===== config.mk =====
export PLATFORM = sky130hd
export DESIGN_NAME = uart_tx_flat
export DESIGN_NICKNAME = d
export VERILOG_FILES = /design/src/rtl/uart_pkg.sv /design/src/rtl/uart_tx_if.sv /design/src/rtl/uart_tx_fifo.sv /design/src/rtl/uart_tx.sv /design/src/flat_wrapper.sv
export SDC_FILE = /design/constraint.sdc
export NUM_CORES = 1
export LEC_CHECK = 0
export ABC_AREA = 0
export CAP_MARGIN = 0
export CORE_MARGIN = 4
export CORE_UTILIZATION = 35
export DETAILED_ROUTE_END_ITERATION = 10
export GPL_ROUTABILITY_DRIVEN = 0
export GPL_TIMING_DRIVEN = 0
export SYNTH_ARGS = -nofsm -noshare
export SYNTH_HDL_FRONTEND = slang
export SYNTH_SLANG_ARGS = --single-unit

===== constraint.sdc =====
create_clock -name clk -period 9.41 [get_ports clk]
set_input_delay 0.941 -clock clk [delete_from_list [all_inputs] [get_ports clk]]
set_output_delay 0.941 -clock clk [all_outputs]
set_load 0.02 [all_outputs]

===== src/rtl/uart_pkg.sv =====
// Shared UART definitions: frame data width, transmitter FSM states and the
// baud divider helper. The PARITY state exists only when UART_TX_PARITY_EN
// is defined.
package uart_pkg;

  // Data bits per frame, also used by the receiver.
  localparam int DATA_BITS = 8;

  typedef enum logic [2:0] {
    TX_IDLE   = 3'd0,
    TX_START  = 3'd1,
    TX_DATA   = 3'd2,
`ifdef UART_TX_PARITY_EN
    TX_PARITY = 3'd3,
`endif
    TX_STOP   = 3'd4
  } tx_state_t;

  // Clock cycles per bit, truncated.
  function automatic int calc_div(input int clk_freq, input int baud);
    return clk_freq / baud;
  endfunction

endpackage


===== src/rtl/uart_tx_if.sv =====
// Byte stream into the UART transmitter.
//
// Handshake: a byte transfers on a rising clock edge where valid_in and
// ready_out are both high. The master holds data_in stable while valid_in is
// high and not yet accepted; ready_out never depends on valid_in.
interface uart_tx_if;
  import uart_pkg::*;

  logic [DATA_BITS-1:0] data_in;
  logic                 valid_in;
  logic                 ready_out;

  modport master (output data_in, output valid_in, input ready_out);
  modport slave  (input data_in, input valid_in, output ready_out);

endinterface


===== src/rtl/uart_tx_fifo.sv =====
// Single-clock FIFO buffering bytes ahead of the serialiser. Read data is
// first-word-fall-through: rdata shows the head entry whenever !empty.
// Pushes while full and pops while empty are ignored.
module uart_tx_fifo #(
  parameter int DEPTH = 16,
  parameter int WIDTH = 8
) (
  input  logic                     clk,
  input  logic                     rst,
  input  logic                     push,
  input  logic [WIDTH-1:0]         wdata,
  input  logic                     pop,
  output logic [WIDTH-1:0]         rdata,
  output logic                     full,
  output logic                     empty,
  output logic [$clog2(DEPTH):0]   level
);

  localparam int AW = $clog2(DEPTH);

  logic [WIDTH-1:0] mem [DEPTH];
  logic [AW-1:0]    wr_ptr;
  logic [AW-1:0]    rd_ptr;
  logic             do_push;
  logic             do_pop;

  assign full    = (level == (AW+1)'(DEPTH));
  assign empty   = (level == '0);
  assign do_push = push && !full;
  assign do_pop  = pop && !empty;
  assign rdata   = mem[rd_ptr];

  // Storage array; contents need no reset because level gates every read.
  always_ff @(posedge clk) begin
    if (do_push) mem[wr_ptr] <= wdata;
  end

  // Pointers wrap naturally since DEPTH is a power of two; level tracks
  // occupancy and is unchanged on a simultaneous push and pop.
  always_ff @(posedge clk or negedge rst) begin
    if (!rst) begin
      wr_ptr <= '0;
      rd_ptr <= '0;
      level  <= '0;
    end else begin
      if (do_push) wr_ptr <= wr_ptr + 1'b1;
      if (do_pop)  rd_ptr <= rd_ptr + 1'b1;
      case ({do_push, do_pop})
        2'b10:   level <= level + 1'b1;
        2'b01:   level <= level - 1'b1;
        default: level <= level;
      endcase
    end
  end

endmodule


===== src/rtl/uart_tx.sv =====
// Buffered 8N1 UART transmitter. Bytes from the stream interface queue in a
// FIFO; the FSM pops one per frame and shifts it out LSB first on RsTx,
// timed by an internal baud divider. A waiting byte is popped on the edge
// that ends the last stop bit, so back-to-back frames have no idle gap.
// Optional feature macro: UART_TX_PARITY_EN adds an even-parity bit after
// data bit 7.
module uart_tx
  import uart_pkg::*;
#(
  parameter int CLK_FREQ   = 100_000_000,
  parameter int BAUD_RATE  = 115200,
  parameter int FIFO_DEPTH = 16,
  parameter int STOP_BITS  = 1
) (
  input  logic                          clk,
  input  logic                          rst,
  uart_tx_if.slave                      tx_in,
  output logic                          RsTx,
  output logic                          busy,
  output logic [$clog2(FIFO_DEPTH):0]   fifo_level,
  output tx_state_t                     state_dbg
);

  localparam int DIV = calc_div(CLK_FREQ, BAUD_RATE);
  localparam int CW  = (DIV > 1) ? $clog2(DIV) : 1;
  localparam int BW  = $clog2(DATA_BITS);

  if (DIV < 2) begin : g_bad_div
    $error("uart_tx: CLK_FREQ/BAUD_RATE must be at least 2");
  end
  if ((FIFO_DEPTH < 2) || ((FIFO_DEPTH & (FIFO_DEPTH - 1)) != 0)) begin : g_bad_depth
    $error("uart_tx: FIFO_DEPTH must be a power of two >= 2");
  end
  if ((STOP_BITS != 1) && (STOP_BITS != 2)) begin : g_bad_stop
    $error("uart_tx: STOP_BITS must be 1 or 2");
  end

  logic                 fifo_push;
  logic                 fifo_pop;
  logic [DATA_BITS-1:0] fifo_rdata;
  logic                 fifo_full;
  logic                 fifo_empty;

  tx_state_t            state_q, state_d;
  logic [CW-1:0]        cnt_q, cnt_d;
  logic [BW-1:0]        bit_q, bit_d;
  logic [DATA_BITS-1:0] shift_q, shift_d;
  logic                 tx_q, tx_d;
  logic                 baud_last;
  logic                 load_frame;
`ifdef UART_TX_PARITY_EN
  logic                 parity_q, parity_d;
`endif

  assign tx_in.ready_out = !fifo_full;
  assign fifo_push       = tx_in.valid_in && !fifo_full;

  uart_tx_fifo #(
    .DEPTH (FIFO_DEPTH),
    .WIDTH (DATA_BITS)
  ) u_fifo (
    .clk   (clk),
    .rst   (rst),
    .push  (fifo_push),
    .wdata (tx_in.data_in),
    .pop   (fifo_pop),
    .rdata (fifo_rdata),
    .full  (fifo_full),
    .empty (fifo_empty),
    .level (fifo_level)
  );

  assign baud_last = (cnt_q == CW'(DIV - 1));

  // Next-state, baud/bit counters, frame loading and the next line level.
  always_comb begin
    state_d    = state_q;
    cnt_d      = baud_last ? '0 : cnt_q + 1'b1;
    bit_d      = bit_q;
    shift_d    = shift_q;
    load_frame = 1'b0;
    fifo_pop   = 1'b0;
    tx_d       = 1'b1;
`ifdef UART_TX_PARITY_EN
    parity_d   = parity_q;
`endif

    unique case (state_q)
      TX_IDLE: begin
        cnt_d = '0;
        if (!fifo_empty) load_frame = 1'b1;
      end
      TX_START: begin
        if (baud_last) state_d = TX_DATA;
      end
      TX_DATA: begin
        if (baud_last) begin
          shift_d = shift_q >> 1;
          if (bit_q == BW'(DATA_BITS - 1)) begin
            bit_d = '0;
`ifdef UART_TX_PARITY_EN
            state_d = TX_PARITY;
`else
            state_d = TX_STOP;
`endif
          end else begin
            bit_d = bit_q + 1'b1;
          end
        end
      end
`ifdef UART_TX_PARITY_EN
      TX_PARITY: begin
        if (baud_last) state_d = TX_STOP;
      end
`endif
      TX_STOP: begin
        if (baud_last) begin
          if (bit_q == BW'(STOP_BITS - 1)) begin
            bit_d = '0;
            if (!fifo_empty) load_frame = 1'b1;
            else             state_d    = TX_IDLE;
          end else begin
            bit_d = bit_q + 1'b1;
          end
        end
      end
      default: begin
        state_d = TX_IDLE;
        cnt_d   = '0;
        bit_d   = '0;
      end
    endcase

    // Pop the head byte and begin a new frame with its start bit.
    if (load_frame) begin
      fifo_pop = 1'b1;
      shift_d  = fifo_rdata;
      bit_d    = '0;
      cnt_d    = '0;
      state_d  = TX_START;
`ifdef UART_TX_PARITY_EN
      parity_d = ^fifo_rdata;
`endif
    end

    unique case (state_d)
      TX_START:  tx_d = 1'b0;
      TX_DATA:   tx_d = shift_d[0];
`ifdef UART_TX_PARITY_EN
      TX_PARITY: tx_d = parity_d;
`endif
      default:   tx_d = 1'b1;
    endcase
  end

  // FSM and datapath registers; the line is registered so it has no
  // combinational path from any input.
  always_ff @(posedge clk or negedge rst) begin
    if (!rst) begin
      state_q  <= TX_IDLE;
      cnt_q    <= '0;
      bit_q    <= '0;
      shift_q  <= '0;
      tx_q     <= 1'b1;
`ifdef UART_TX_PARITY_EN
      parity_q <= 1'b0;
`endif
    end else begin
      state_q  <= state_d;
      cnt_q    <= cnt_d;
      bit_q    <= bit_d;
      shift_q  <= shift_d;
      tx_q     <= tx_d;
`ifdef UART_TX_PARITY_EN
      parity_q <= parity_d;
`endif
    end
  end

  assign RsTx      = tx_q;
  assign busy      = (state_q != TX_IDLE) | (fifo_level != '0);
  assign state_dbg = state_q;

endmodule


===== src/flat_wrapper.sv =====
// flat-port wrapper written by rule: the top's interface ports become plain ports
module uart_tx_flat import uart_pkg::*;
#(
  parameter int CLK_FREQ   = 100_000_000,
  parameter int BAUD_RATE  = 115200,
  parameter int FIFO_DEPTH = 16,
  parameter int STOP_BITS  = 1
)
  (clk, rst, RsTx, busy, fifo_level, state_dbg, tx_in_data_in, tx_in_valid_in, tx_in_ready_out);
  uart_tx_if tx_in_i ();
  input  logic clk;
  input  logic rst;
  output logic RsTx;
  output logic busy;
  output logic [$clog2(FIFO_DEPTH):0] fifo_level;
  output tx_state_t state_dbg;
  input wire logic [$bits(tx_in_i.data_in)-1:0] tx_in_data_in;
  input wire logic [$bits(tx_in_i.valid_in)-1:0] tx_in_valid_in;
  output wire logic [$bits(tx_in_i.ready_out)-1:0] tx_in_ready_out;
  assign tx_in_i.data_in = tx_in_data_in;
  assign tx_in_i.valid_in = tx_in_valid_in;
  assign tx_in_ready_out = tx_in_i.ready_out;
  uart_tx #(.CLK_FREQ(CLK_FREQ), .BAUD_RATE(BAUD_RATE), .FIFO_DEPTH(FIFO_DEPTH), .STOP_BITS(STOP_BITS)) u_core (.clk(clk), .rst(rst), .tx_in(tx_in_i), .RsTx(RsTx), .busy(busy), .fifo_level(fifo_level), .state_dbg(state_dbg));
endmodule

Word level (Yosys, flattened, before mapping)
Memories as Yosys holds them, arrays and structs flattened.
Index checks and enable logic that the tools add are counted.
{"block": "word_totals", "register_bits": 38, "ramBits": 128, "in_bits": 11, "output_inout_bits": 11, "word_cells": 76, "mem_count": 1}
{"block": "classes", "n_addsub": 6, "eq_ne": 13, "n_mux": 29, "bitwise": 1, "reduce_logical": 17}
{"memory": "u_core.u_fifo.mem", "words": 16, "width": 8, "read_ports": 1, "rd_ports_with_merged_regs": 0, "wr": 1, "line": "uart_tx_fifo.sv:21", "text": "logic [WIDTH-1:0] mem [DEPTH];"}
{"cell": "2-to-1 mux 3 bit", "count": 12}
{"cell": "2-to-1 mux 10 bit", "count": 3}
{"cell": "2-to-1 mux 8 bit", "count": 3}
{"cell": "one-hot mux 3 bit (4 select lines)", "count": 1}
{"cell": "adder 10 x 1 -> 10 bit (second input constant)", "count": 1}
{"cell": "equality test 10 bit (second input constant)", "count": 1}
{"cell": "one-hot mux 5 bit (2 select lines)", "count": 1}
{"cell": "one-hot mux 3 bit (3 select lines)", "count": 1}
{"cell": "adder 4 x 1 -> 4 bit (second input constant)", "count": 2}
{"cell": "equality test 3 x 1 -> 1 bit (second input constant)", "count": 2}
{"cell": "equality test 3 x 2 -> 1 bit (second input constant)", "count": 2}
{"cell": "equality test 3 bit (second input constant)", "count": 2}
{"cell": "logical NOT 3 bit", "count": 2}
{"cell": "2-to-1 mux 1 bit", "count": 6}
{"cell": "inequality test 3 x 1 -> 1 bit (second input constant)", "count": 2}
{"cell": "nonzero test 2 bit", "count": 3}
{"cell": "adder 5 x 1 -> 5 bit (second input constant)", "count": 1}
{"cell": "equality test 5 bit (second input constant)", "count": 1}
{"cell": "logical NOT 5 bit", "count": 1}
{"cell": "nonzero test 5 bit", "count": 1}
{"cell": "subtractor 5 x 1 -> 5 bit (second input constant)", "count": 1}
{"cell": "one-hot mux 1 bit (2 select lines)", "count": 2}
{"cell": "adder 3 x 1 -> 3 bit (second input constant)", "count": 1}
{"cell": "logical AND 1 bit", "count": 3}
{"cell": "10 further kinds", "count": 11}

Depth between registers and ports, before layout
Gate-level depths: netlist of the first run.
{"block": "depth", "ltp_word": 9, "mapped_depth": 16, "depth_no_buf": 13}

Cells and area by module
A second synthesis of the first run with hierarchy kept.
{"block": "hier_totals", "hier_cells": 467, "hier_area_um2": 7165.6}
{"module": "uart_tx_fifo", "n_inst": 1, "cells_per_inst": 332, "area_each_um2": 5779.3, "seq_area_each_um2": 4169.0}
{"module": "uart_tx", "n_inst": 1, "cells_per_inst": 135, "area_each_um2": 1386.3, "seq_area_each_um2": 626.9}

Worst setup path after synthesis of the first run
Ideal clock, no wire load.
{"block": "synth_path", "path_kind": "flip-flop to flip-flop", "from": "register u_core.u_fifo.level[1]", "to": "register u_core.u_fifo.level[4]", "setup_time_ns": 0.134, "t_arrival_ns": 2.965, "t_required_ns": 9.276, "slack_ns": 6.311, "stages_incl_launch_ff": 16, "n_path_buf": 4, "period_less_slack_ns": 3.099, "cell_sequence": "dfrtp_1 -> buf_2 -> or4_1 -> o21ai_2 -> nor2b_1 -> clkbuf_2 -> buf_4 -> ha_1 -> clkbuf_1 -> xor2_1 -> ha_1 -> o211ai_1 -> a21oi_1 -> a31oi_1 -> nor2_1 -> xor2_1"}
{"block": "synth_between", "elab_chain_len": 9, "elab_cells_between_ends": 18, "cone_classes": "add/sub: 2; eq/ne: 3; mux: 6; reduce/logical: 7"}
{"element": "start: declaration", "line": "uart_tx_fifo.sv:16", "text": "output logic [$clog2(DEPTH):0] level"}
{"element": "start signal: assignment", "line": "uart_tx_fifo.sv:49", "text": "2'b10: level <= level + 1'b1;"}
{"element": "start signal: assignment", "line": "uart_tx_fifo.sv:50", "text": "2'b01: level <= level - 1'b1;"}
{"element": "start signal: assignment", "line": "uart_tx_fifo.sv:51", "text": "default: level <= level;"}
{"element": "logical NOT 5 bit (*)", "line": "uart_tx_fifo.sv:28", "text": "assign empty = (level == '0);"}
{"element": "2-to-1 mux 1 bit", "line": "uart_tx.sv:91, uart_tx.sv:120"}
{"element": "2-to-1 mux 1 bit", "line": "uart_tx.sv:118", "text": "if (bit_q == BW'(STOP_BITS - 1)) begin"}
{"element": "2-to-1 mux 1 bit", "line": "uart_tx.sv:117", "text": "if (baud_last) begin"}
{"element": "one-hot mux 1 bit (2 select lines)", "line": "uart_tx.sv:88", "text": "unique case (state_q)"}
{"element": "2-to-1 mux 1 bit", "line": "uart_tx.sv:135", "text": "if (load_frame) begin"}
{"element": "logical AND 1 bit (*)", "line": "uart_tx_fifo.sv:30", "text": "assign do_pop = pop && !empty;"}
{"element": "named net u_core.u_fifo.do_pop", "line": "uart_tx_fifo.sv:25", "text": "logic do_pop;"}
{"element": "equality test 2 x 1 -> 1 bit or equality test 2 bit (tied branches)", "line": "uart_tx_fifo.sv:48", "text": "case ({do_push, do_pop})"}
{"element": "one-hot mux 5 bit (2 select lines) or nonzero test 2 bit (tied branches)"}
The timed path passes the listed nets; every way through them passes the cells marked *.
A chain may end at the register's enable or synchronous reset.

Worst setup path after layout of the first run
{"block": "layout_path", "from": "register u_core.u_fifo.level[1]", "to": "output busy"}
{"block": "layout_between", "elab_chain_len": 2}
{"element": "nonzero test 5 bit", "line": "uart_tx.sv:181", "text": "assign busy = (state_q != TX_IDLE) | (fifo_level != '0);"}
{"element": "bitwise OR 1 bit", "line": "uart_tx.sv:181"}
{"element": "end: declaration", "line": "flat_wrapper.sv:14", "text": "output logic busy;"}
Every way passes these cells.

==> results of run 1 <==
## critical path, stage by stage (launching register included)
cell             delay [ps]
dfrtp_1                 370
buf_2                   170
or4_1                   560
or4b_2                  630
clkdlybuf4s50_1         560
## final cells by class
type                    instances  area (sq um)
clock buffers                  20           437
fillers                      1787         11400
plain buffers                  22           106
inverters                       9          33.8
multi-input cells             234          2050
repair buffers                 21           205
clock inverters                10           173
flip-flops and latches        166          4800
well taps                     265           332
## layout by cell type (no fill, tap or decap), drive strengths merged, types with 5 or more instances in the layout
| cell type | count |
|---|---|
| nor3 | 5 |
| mux2i | 8 |
| inv | 12 |
| o21ai | 14 |
| clkbuf | 30 |
| edfxtp | 128 |
| xor2 | 14 |
| xnor2 | 7 |
| nor2 | 32 |
| nand2b | 8 |
| mux4 | 32 |
| clkdlybuf4s50 | 20 |
| buf | 13 |
| nand2 | 29 |
| a21oi | 5 |
| ha | 13 |
| dfrtp | 37 |
| nand3 | 7 |
| a22oi | 17 |
## how the worst max path moves through the flow
stage,from,end,slack (ps)
floorplan,u_core.u_fifo.level[1],u_core.u_fifo.level[4],6310
global placement,tx_in_valid_in,u_core.u_fifo.mem[0][4],5840
detailed placement,tx_in_valid_in,u_core.u_fifo.mem[1][4],5840
CTS,u_core.u_fifo.level[1],busy,5720
global route,u_core.cnt_q[0],u_core.u_fifo.level[4],5550
finish,u_core.u_fifo.level[1],busy,5760
## cell families (layout without fill, tap and decap cells)
| group | after synthesis | count (layout) | share of synthesized area |
|---|---|---|---|
| flops | 166 | 166 | 0.687 |
| simple gates | 105 | 105 | 0.0738 |
| compound gates | 53 | 53 | 0.0514 |
| mux | 42 | 42 | 0.118 |
| buf+inv | 31 | 82 | 0.0201 |
| xor+xnor | 21 | 21 | 0.0263 |
| fa+ha+maj | 13 | 13 | 0.0233 |
## state kept, by name, indices dropped and copies added (netlist names)
register              flops
u_core.RsTx               1
u_core.state_dbg          3
u_core.u_fifo.mem       128
u_core.shift_q            8
u_core.u_fifo.wr_ptr      4
u_core.cnt_q             10
u_core.u_fifo.rd_ptr      4
u_core.u_fifo.level       5
u_core.bit_q              3
## per-stage QoR
stage                     utilization  worst slack [ps]  cells  hold slack [ps]
after floorplan                     -              6310    431              447
after global placement          0.385              5840    717              469
after detailed placement        0.385              5840    717              489
after CTS                       0.416              5720    747              499
after global routing            0.416              5550    747              534
final                           0.416              5760    747              495
## routing by layer
layer	GRT usage	share of wire
met5	0	0
met3	0.0331	0.044
met2	0.204	0.48
met1	0.181	0.46
met4	0.0380	0.011
## power breakdown
part | switching [mW] | total (mW) | internal [mW]
registers | 0.0652 | 0.973 | 0.907
clock network | 0.279 | 0.724 | 0.445
logic | 0.369 | 0.654 | 0.285
==> metrics.txt, run 1 <==
routed len/inst 18.3 microns; first-pass GRT wire length 21,600 microns; Post-Syn Nets 455; Ys Warns 0; Total Power ~2.4 mW; Hold EP u_core.cnt_q[0]; dpl hpwl 8880 microns; CTS tree yes; Die ar. roughly 22,000 sq um; final hold vios 0; Slew @ Worst Pin ~1300 ps; Required @ worst endpoint approximately 8500 ps; Final ANT Viol Nets 0; worst vdd ir 155 uV; core area roughly 20,000 sq um; share of cells above drive strength 1 0.166; clk_lat worst skew 420 ps; Leak 2.89 nW; Setup CP Type flip-flop to output port; GRT Total Usage 0.130; CTS root buf clkbuf_16; EDFF count, synth 128; biggest area consumer among synthesized cells edfxtp_1; number of setup buffers added after CTS 0; reg-to-reg setup timing slack a little under 6000 ps; IO buf count 21; R2R cell count 15; period utilization 0.388; PD cells 289 nW/um^2; die width 149 microns; total wire length around 14,000 microns; fmax roughly 0.27 GHz; Final Max Tran Viols 0; CP Capture Type output port; Clock Tree Buf Depth 2; Sink Count between 150 and 200; initial antenna violation count 0; WHS Path Cells 1; DRC Markers 0; minimum clock period around 3600 ps; most frequent cell after synthesis edfxtp_1; post-route setup TNS 0 ps; Hold WC Path Type flip-flop to flip-flop; Final setup viols 0; dominant cells by area after synthesis edfxtp_1 (55%), dfrtp_1 (13%), mux4_2 (10%); gr ovfl total 0; drt via density about 5; Synth top area share 0.551; Layout Nets 495; unrepaired setup endpoints after global routing no; post-synth cell types 50; Slew headroom 0.118; syn avg cell area ~16 sq um; Vert. Die Dim 149 microns; Seq/Total Area, Yosys 0.687; Async SR Flop Fraction 0.229; Rows 51; startpoint type of the worst setup path flip-flop; Finished Cell Area 8130 sq um; IO Pins 22; CTS Hold Bufs 0; DR iter-0 viols 300; max cap viols 0; min-delay src u_core.cnt_q[0]; Worst-path clk slew approximately 70 ps; outcome completed; area grow syn2layout 16.5%; synthesis-stage register bit count 166; Reg2Reg Capture Point u_core.u_fifo.level[4]; Setup Skew 9.97 ps; Num CTS Buffers 17; Commonest cells post-synth edfxtp_1 (128), dfrtp_1 (37), mux4_2 (32), nor2_1 (32), nand2_1 (29); htree depth 4; vias in the first global route 3,898; CTS resizes 0; CP max FO 8; post-synthesis cell count 431; Arr. time, crit path 2710 ps; reg2reg start u_core.cnt_q[0]; Pre-antenna DRT Iters 4; Post-DP Area 7520 sq um; Top FF cell, synth edfxtp_1; Initial Util 0.357; number of antenna diodes 0; vias 3,772; largest net degree at the start of global routing 39; synthesized area around 7000 sq um
(Power assumes the default switching activity.)
==> inputs of run 2 (changes only) <==
==> constraint.sdc (replaced) <==
create_clock -name clk -period 3.8 [get_ports clk]
set_input_delay 0.38 -clock clk [delete_from_list [all_inputs] [get_ports clk]]
set_output_delay 0.38 -clock clk [all_outputs]
set_load 0.02 [all_outputs]
==> run 2 against run 1 <==
Effect of this change:
- hold slack got worse by 430 ps
- sequential cell count stayed put
- sequential share of layout area fell by 0.054 points
- largest power group unchanged
==> metrics.txt, run 2 (same netlist as run 1, synthesis figures left out) <==
outcome completed; vias 3,768; Finished Cell Area between 8000 and 9000 sq um; Final Core Density 0.417; Vert. Die Dim 149 microns; part of the power in registers 0.414; Die ar. around 22,000 sq um; Setup Skew 10.3 ps; dpl hpwl 8880 microns; final hold vios 0; Worst-path clk slew roughly 70 ps; period utilization 0.911; max cap viols 0; CTS tree yes; PD cells roughly 700 nW/um^2; Sink Count between 150 and 200; top flop regs u_core.u_fifo.mem: 128 flops, u_core.cnt_q: 10 flops, u_core.shift_q: 8 flops; vias in the first global route 3,898; total wire length 13,700 microns; reg-to-reg setup timing slack 340 ps; minimum clock period 3460 ps; share of cells above drive strength 1 0.168; commonest non-fill, non-tap cell in the layout edfxtp_1; drt via density between 5 and 6; area grow syn2layout 16.6%; unrepaired setup endpoints after global routing no; Inst Count DP 717; Total Power 5.82 mW; Num CTS Buffers 17; Setup CP Type flip-flop to flip-flop; Slew headroom 0.118; GRT Total Usage 0.130; Clock Tree Buf Depth 2; Largest register FFs 128; largest net degree at the start of global routing 39; startpoint type of the worst setup path flip-flop; Hold WC Path Type input port to asynchronous set/reset pin; fmax 0.289 GHz; CP max FO 11; core area 19,500 sq um; IO Pins 22; Finished Layout Cells 747; DR iter-0 viols 301; DRC Markers 0; switching share of power 0.303; routed len/inst around 18 microns; worst vdd ir about 380 uV; CTS root buf clkbuf_16; commonest cells after routing, fill and taps aside edfxtp_1 (128), dfrtp_1 (37), nor2_1 (32), mux4_2 (32), nand2_1 (29); htree depth 4; Post-DP Area 7520 sq um; die width 149 microns; Clock power frac 0.308; gr ovfl total 0; Pre-antenna DRT Iters 4; Slew @ Worst Pin around 1300 ps; Layout Nets 495; Gate power share 0.278; Leak 2.89 nW; initial antenna violation count 0; post-route setup TNS 0 ps; Layout fillers 1,787; Final Max Tran Viols 0; clk_lat worst skew 420 ps; Most flops, register u_core.u_fifo.mem; IO buf count 21; Required @ worst endpoint roughly 4100 ps; CP Capture Type flip-flop; number of antenna diodes 0; Final ANT Viol Nets 0; Rows 51; Initial Util 0.357; first-pass GRT wire length about 22,000 microns; Final setup viols 0; internal power slightly above 4 mW; Arr. time, crit path 3760 ps; Net Switching 1.77 mW
## run 2: cell types whose count changed in the layout (fill, tap and decap cells not counted)
cell	change
o41ai_1	-1
o41ai_2	+1
## run 2: worst paths after layout
| path | to | startpoint | cells past startpoint |
|---|---|---|---|
| worst max-delay path | u_core.u_fifo.level[4] | u_core.cnt_q[0] | 15 |
| worst min-delay path | u_core.u_fifo.level[0] | rst | 1 |
| worst max register to register | u_core.u_fifo.level[4] | u_core.cnt_q[0] | 15 |
| worst min register to register | u_core.cnt_q[0] | u_core.cnt_q[0] | 1 |
| max in group asynchronous | u_core.shift_q[6] | rst | 1 |
| min in group clk | u_core.cnt_q[0] | u_core.cnt_q[0] | 1 |
## run 2: per-stage QoR
| stage | hold WS, ps | setup slack [ps] |
|---|---|---|
| finish | 65.3 | 340 |
| global route | 131 | 17.1 |
| CTS | 89.2 | 235 |
| detailed placement | 489 | 276 |
| global placement | 469 | 343 |
| floorplan | 84.4 | 701 |
## run 2: final cells by class
type	instances	area, sq um	share of cell area
sequential	166	4800	0.589
multi-input combinational	234	2060	0.253
clock buffer	20	437	0.0537
tap	265	332	0.0407
timing repair buffer	21	205	0.0252
clock inverter	10	173	0.0212
buffer	22	106	0.0131
inverter	9	33.8	0.00415
## run 2: worst max-delay path, stage by stage (launching register included)
cell and delay [ps]:
dfrtp_1 390, ha_1 270, nand4bb_1 230, o41ai_2 410
nor2b_1 180, clkbuf_2 190, buf_4 210, ha_1 190
clkbuf_1 260, xor2_1 190, ha_1 200, nor2b_1 130
o21ai_0 70, a31oi_1 190, nor2_1 70, xor2_1 140
## run 2: timing repair
action | 4_1_cts | 5_1_grt
setup endpoints to repair | 0 | 1
resized for setup | 0 | 1
setup buffers | 0 | 0
hold buffers | 0 | 0
## run 2: routing by layer
layer | up-vias | wire, microns | part of all wire | global-route usage
met1 | 1937 | 6320 | 0.46 | 0.181
li1 | 1732 | - | - | -
met3 | 18 | 655 | 0.048 | 0.0331
met4 | 0 | 156 | 0.011 | 0.0380
met5 | - | 0 | 0 | 0
met2 | 81 | 6550 | 0.48 | 0.204
## run 2: power groups by stage
stage	sequential, mW	clock, mW	combinational, mW
3_3_place_gp	2.43	0	1.61
3_5_place_dp	2.44	0	1.63
4_1_cts	2.41	1.83	1.64
2_1_floorplan	2.43	0	1.12
5_1_grt	2.44	1.91	1.78
6_report	2.41	1.79	1.62
==> inputs of run 3 (changes only) <==
--- a/config.mk
+++ b/config.mk
@@ -11,7 +11,6 @@
 export CORE_UTILIZATION = 35
 export DETAILED_ROUTE_END_ITERATION = 10
 export GPL_ROUTABILITY_DRIVEN = 0
-export GPL_TIMING_DRIVEN = 0
 export SYNTH_ARGS = -nofsm -noshare
 export SYNTH_HDL_FRONTEND = slang
 export SYNTH_SLANG_ARGS = --single-unit
==> run 3 against run 2 <==
Effect of this change:
- design area is 1.5% lower
- total power is 4.0% lower
- cell count is 2.0% lower
- sequential cell count stayed put
- wire length is 2.7% lower
- global-route usage is 0.33 points lower
- register-to-register slack better by 450 ps
- worst setup slack better by 430 ps
- via count is 2.3% lower
- sequential share of layout area is 0.90 points higher
- critical endpoint is now busy
- largest cell class unchanged
==> metrics.txt, run 3 (same netlist as run 1, synthesis figures left out) <==
fmax 0.330 GHz; CTS root buf clkbuf_16; R2R cell count 12; top flop regs u_core.u_fifo.mem: 128 flops, u_core.cnt_q: 10 flops, u_core.shift_q: 8 flops; Leak 2.83 nW; Slew @ Worst Pin 923 ps; Die ar. around 22,000 sq um; CP max FO 8; routed len/inst roughly 18 microns; final hold vios 0; vias 3,682; Arr. time, crit path 2650 ps; Setup Skew 10.5 ps; drt via density 5.03; IO buf count 21; dpl hpwl 8590 microns; period utilization 0.798; Clock Tree Buf Depth 2; total wire length 13,300 microns; Num CTS Buffers 17; Final setup viols 0; Rows slightly above 50; outcome completed; Hold WC Path Type input port to asynchronous set/reset pin; die width 149 microns; reg2reg start u_core.cnt_q[0]; Slew headroom 0.385; CTS Hold Bufs 0; Final Max Tran Viols 0; Vert. Die Dim 149 microns; Reg2Reg Capture Point u_core.u_fifo.level[4]; Setup CP Type flip-flop to output port; Layout fillers 1,808; gr ovfl total 0; commonest cells after routing, fill and taps aside edfxtp_1 (128), dfrtp_1 (36), nor2_1 (32), mux4_2 (32), nand2_1 (29); initial antenna violation count 0; unrepaired setup endpoints after global routing no; Sink Count about 170; commonest non-fill, non-tap cell in the layout edfxtp_1; PD cells 697 nW/um^2; Required @ worst endpoint between 3000 and 4000 ps; DR iter-0 viols 230; Final ANT Viol Nets 0; Most flops, register u_core.u_fifo.mem; Layout Nets between 400 and 500; vias in the first global route between 3,000 and 4,000; Initial Util 0.357; Worst-path clk slew 60 ps; startpoint type of the worst setup path flip-flop; Pre-antenna DRT Iters 4; core area 19,500 sq um; CTS resizes 0; number of antenna diodes 0; minimum clock period 3030 ps; CTS tree yes; htree depth 4; area grow syn2layout 14.9%; clk_lat worst skew between 400 and 500 ps; Largest register FFs about 130; DRC Markers 0; max cap viols 0; post-route setup TNS 0 ps; reg-to-reg setup timing slack between 700 and 800 ps; CP Capture Type output port; number of setup buffers added after CTS 0; IO Pins 22; WHS 73.3 ps; share of cells above drive strength 1 0.167; GRT Total Usage 0.127; largest net degree at the start of global routing 39; first-pass GRT wire length between 20,000 and 25,000 microns; worst vdd ir 368 uV
==> run 3: cell types whose count changed in the layout (fill, tap and decap cells not counted), sizes merged <==
cell,change
clkbuf,-12
buf,-4
bufinv,-3
clkinvlp,+3
clkinv,+2
inv,-1
==> run 3: final cells by class <==
| type | count | area (sq um) | area share |
|---|---|---|---|
| flip-flops and latches | 166 | 4800 | 0.598 |
| multi-input cells | 234 | 2040 | 0.255 |
| well taps | 265 | 332 | 0.0413 |
| clock buffers | 18 | 429 | 0.0535 |
| clock inverters | 11 | 105 | 0.0131 |
| repair buffers | 29 | 278 | 0.0346 |
| inverters | 9 | 33.8 | 0.00421 |
==> run 3: critical path, stage by stage, from the launching register on <==
cell	delay [ps]
dfrtp_1	460
or4_1	600
or4b_2	620
clkdlybuf4s50_1	560
==> run 3: per-layer routing <==
| layer | global-route usage | vias up | wire [microns] |
|---|---|---|---|
| met5 | 0 | - | 0 |
| met4 | 0.0275 | 0 | 70 |
| met3 | 0.0331 | 5 | 478 |
| met2 | 0.202 | 63 | 6370 |
| met1 | 0.177 | 1917 | 6390 |
| li1 | - | 1697 | - |
==> run 3: stage by stage <==
| stage | setup slack [ps] | cell area (sq um) | total power [mW] | cells | utilization |
|---|---|---|---|---|---|
| floorplan | 701 | 6980 | 3.55 | 431 | - |
| global placement | 959 | 7480 | 4.02 | 703 | 0.383 |
| detailed placement | 857 | 7480 | 4.07 | 703 | 0.383 |
| CTS | 742 | 8020 | 5.64 | 732 | 0.411 |
| global route | 484 | 8020 | 5.91 | 732 | 0.411 |
| finish | 768 | 8020 | 5.59 | 732 | 0.411 |
==> run 3: worst max path at each step <==
stage	end	cells after the start	startpoint	slack (ps)
3_5_place_dp	u_core.u_fifo.level[4]	12	u_core.cnt_q[0]	860
4_1_cts	busy	3	u_core.u_fifo.level[2]	740
6_report	busy	3	u_core.u_fifo.level[2]	770
3_3_place_gp	u_core.u_fifo.level[4]	12	u_core.cnt_q[0]	960
2_1_floorplan	u_core.u_fifo.level[4]	15	u_core.u_fifo.level[1]	700
5_1_grt	u_core.u_fifo.level[4]	12	u_core.cnt_q[0]	480
==> run 3: power breakdown <==
| part | switching, mW | internal (mW) |
|---|---|---|
| clock network | 0.684 | 0.894 |
| registers | 0.270 | 2.25 |
| logic | 0.784 | 0.708 |
| total | 1.74 | 3.85 |
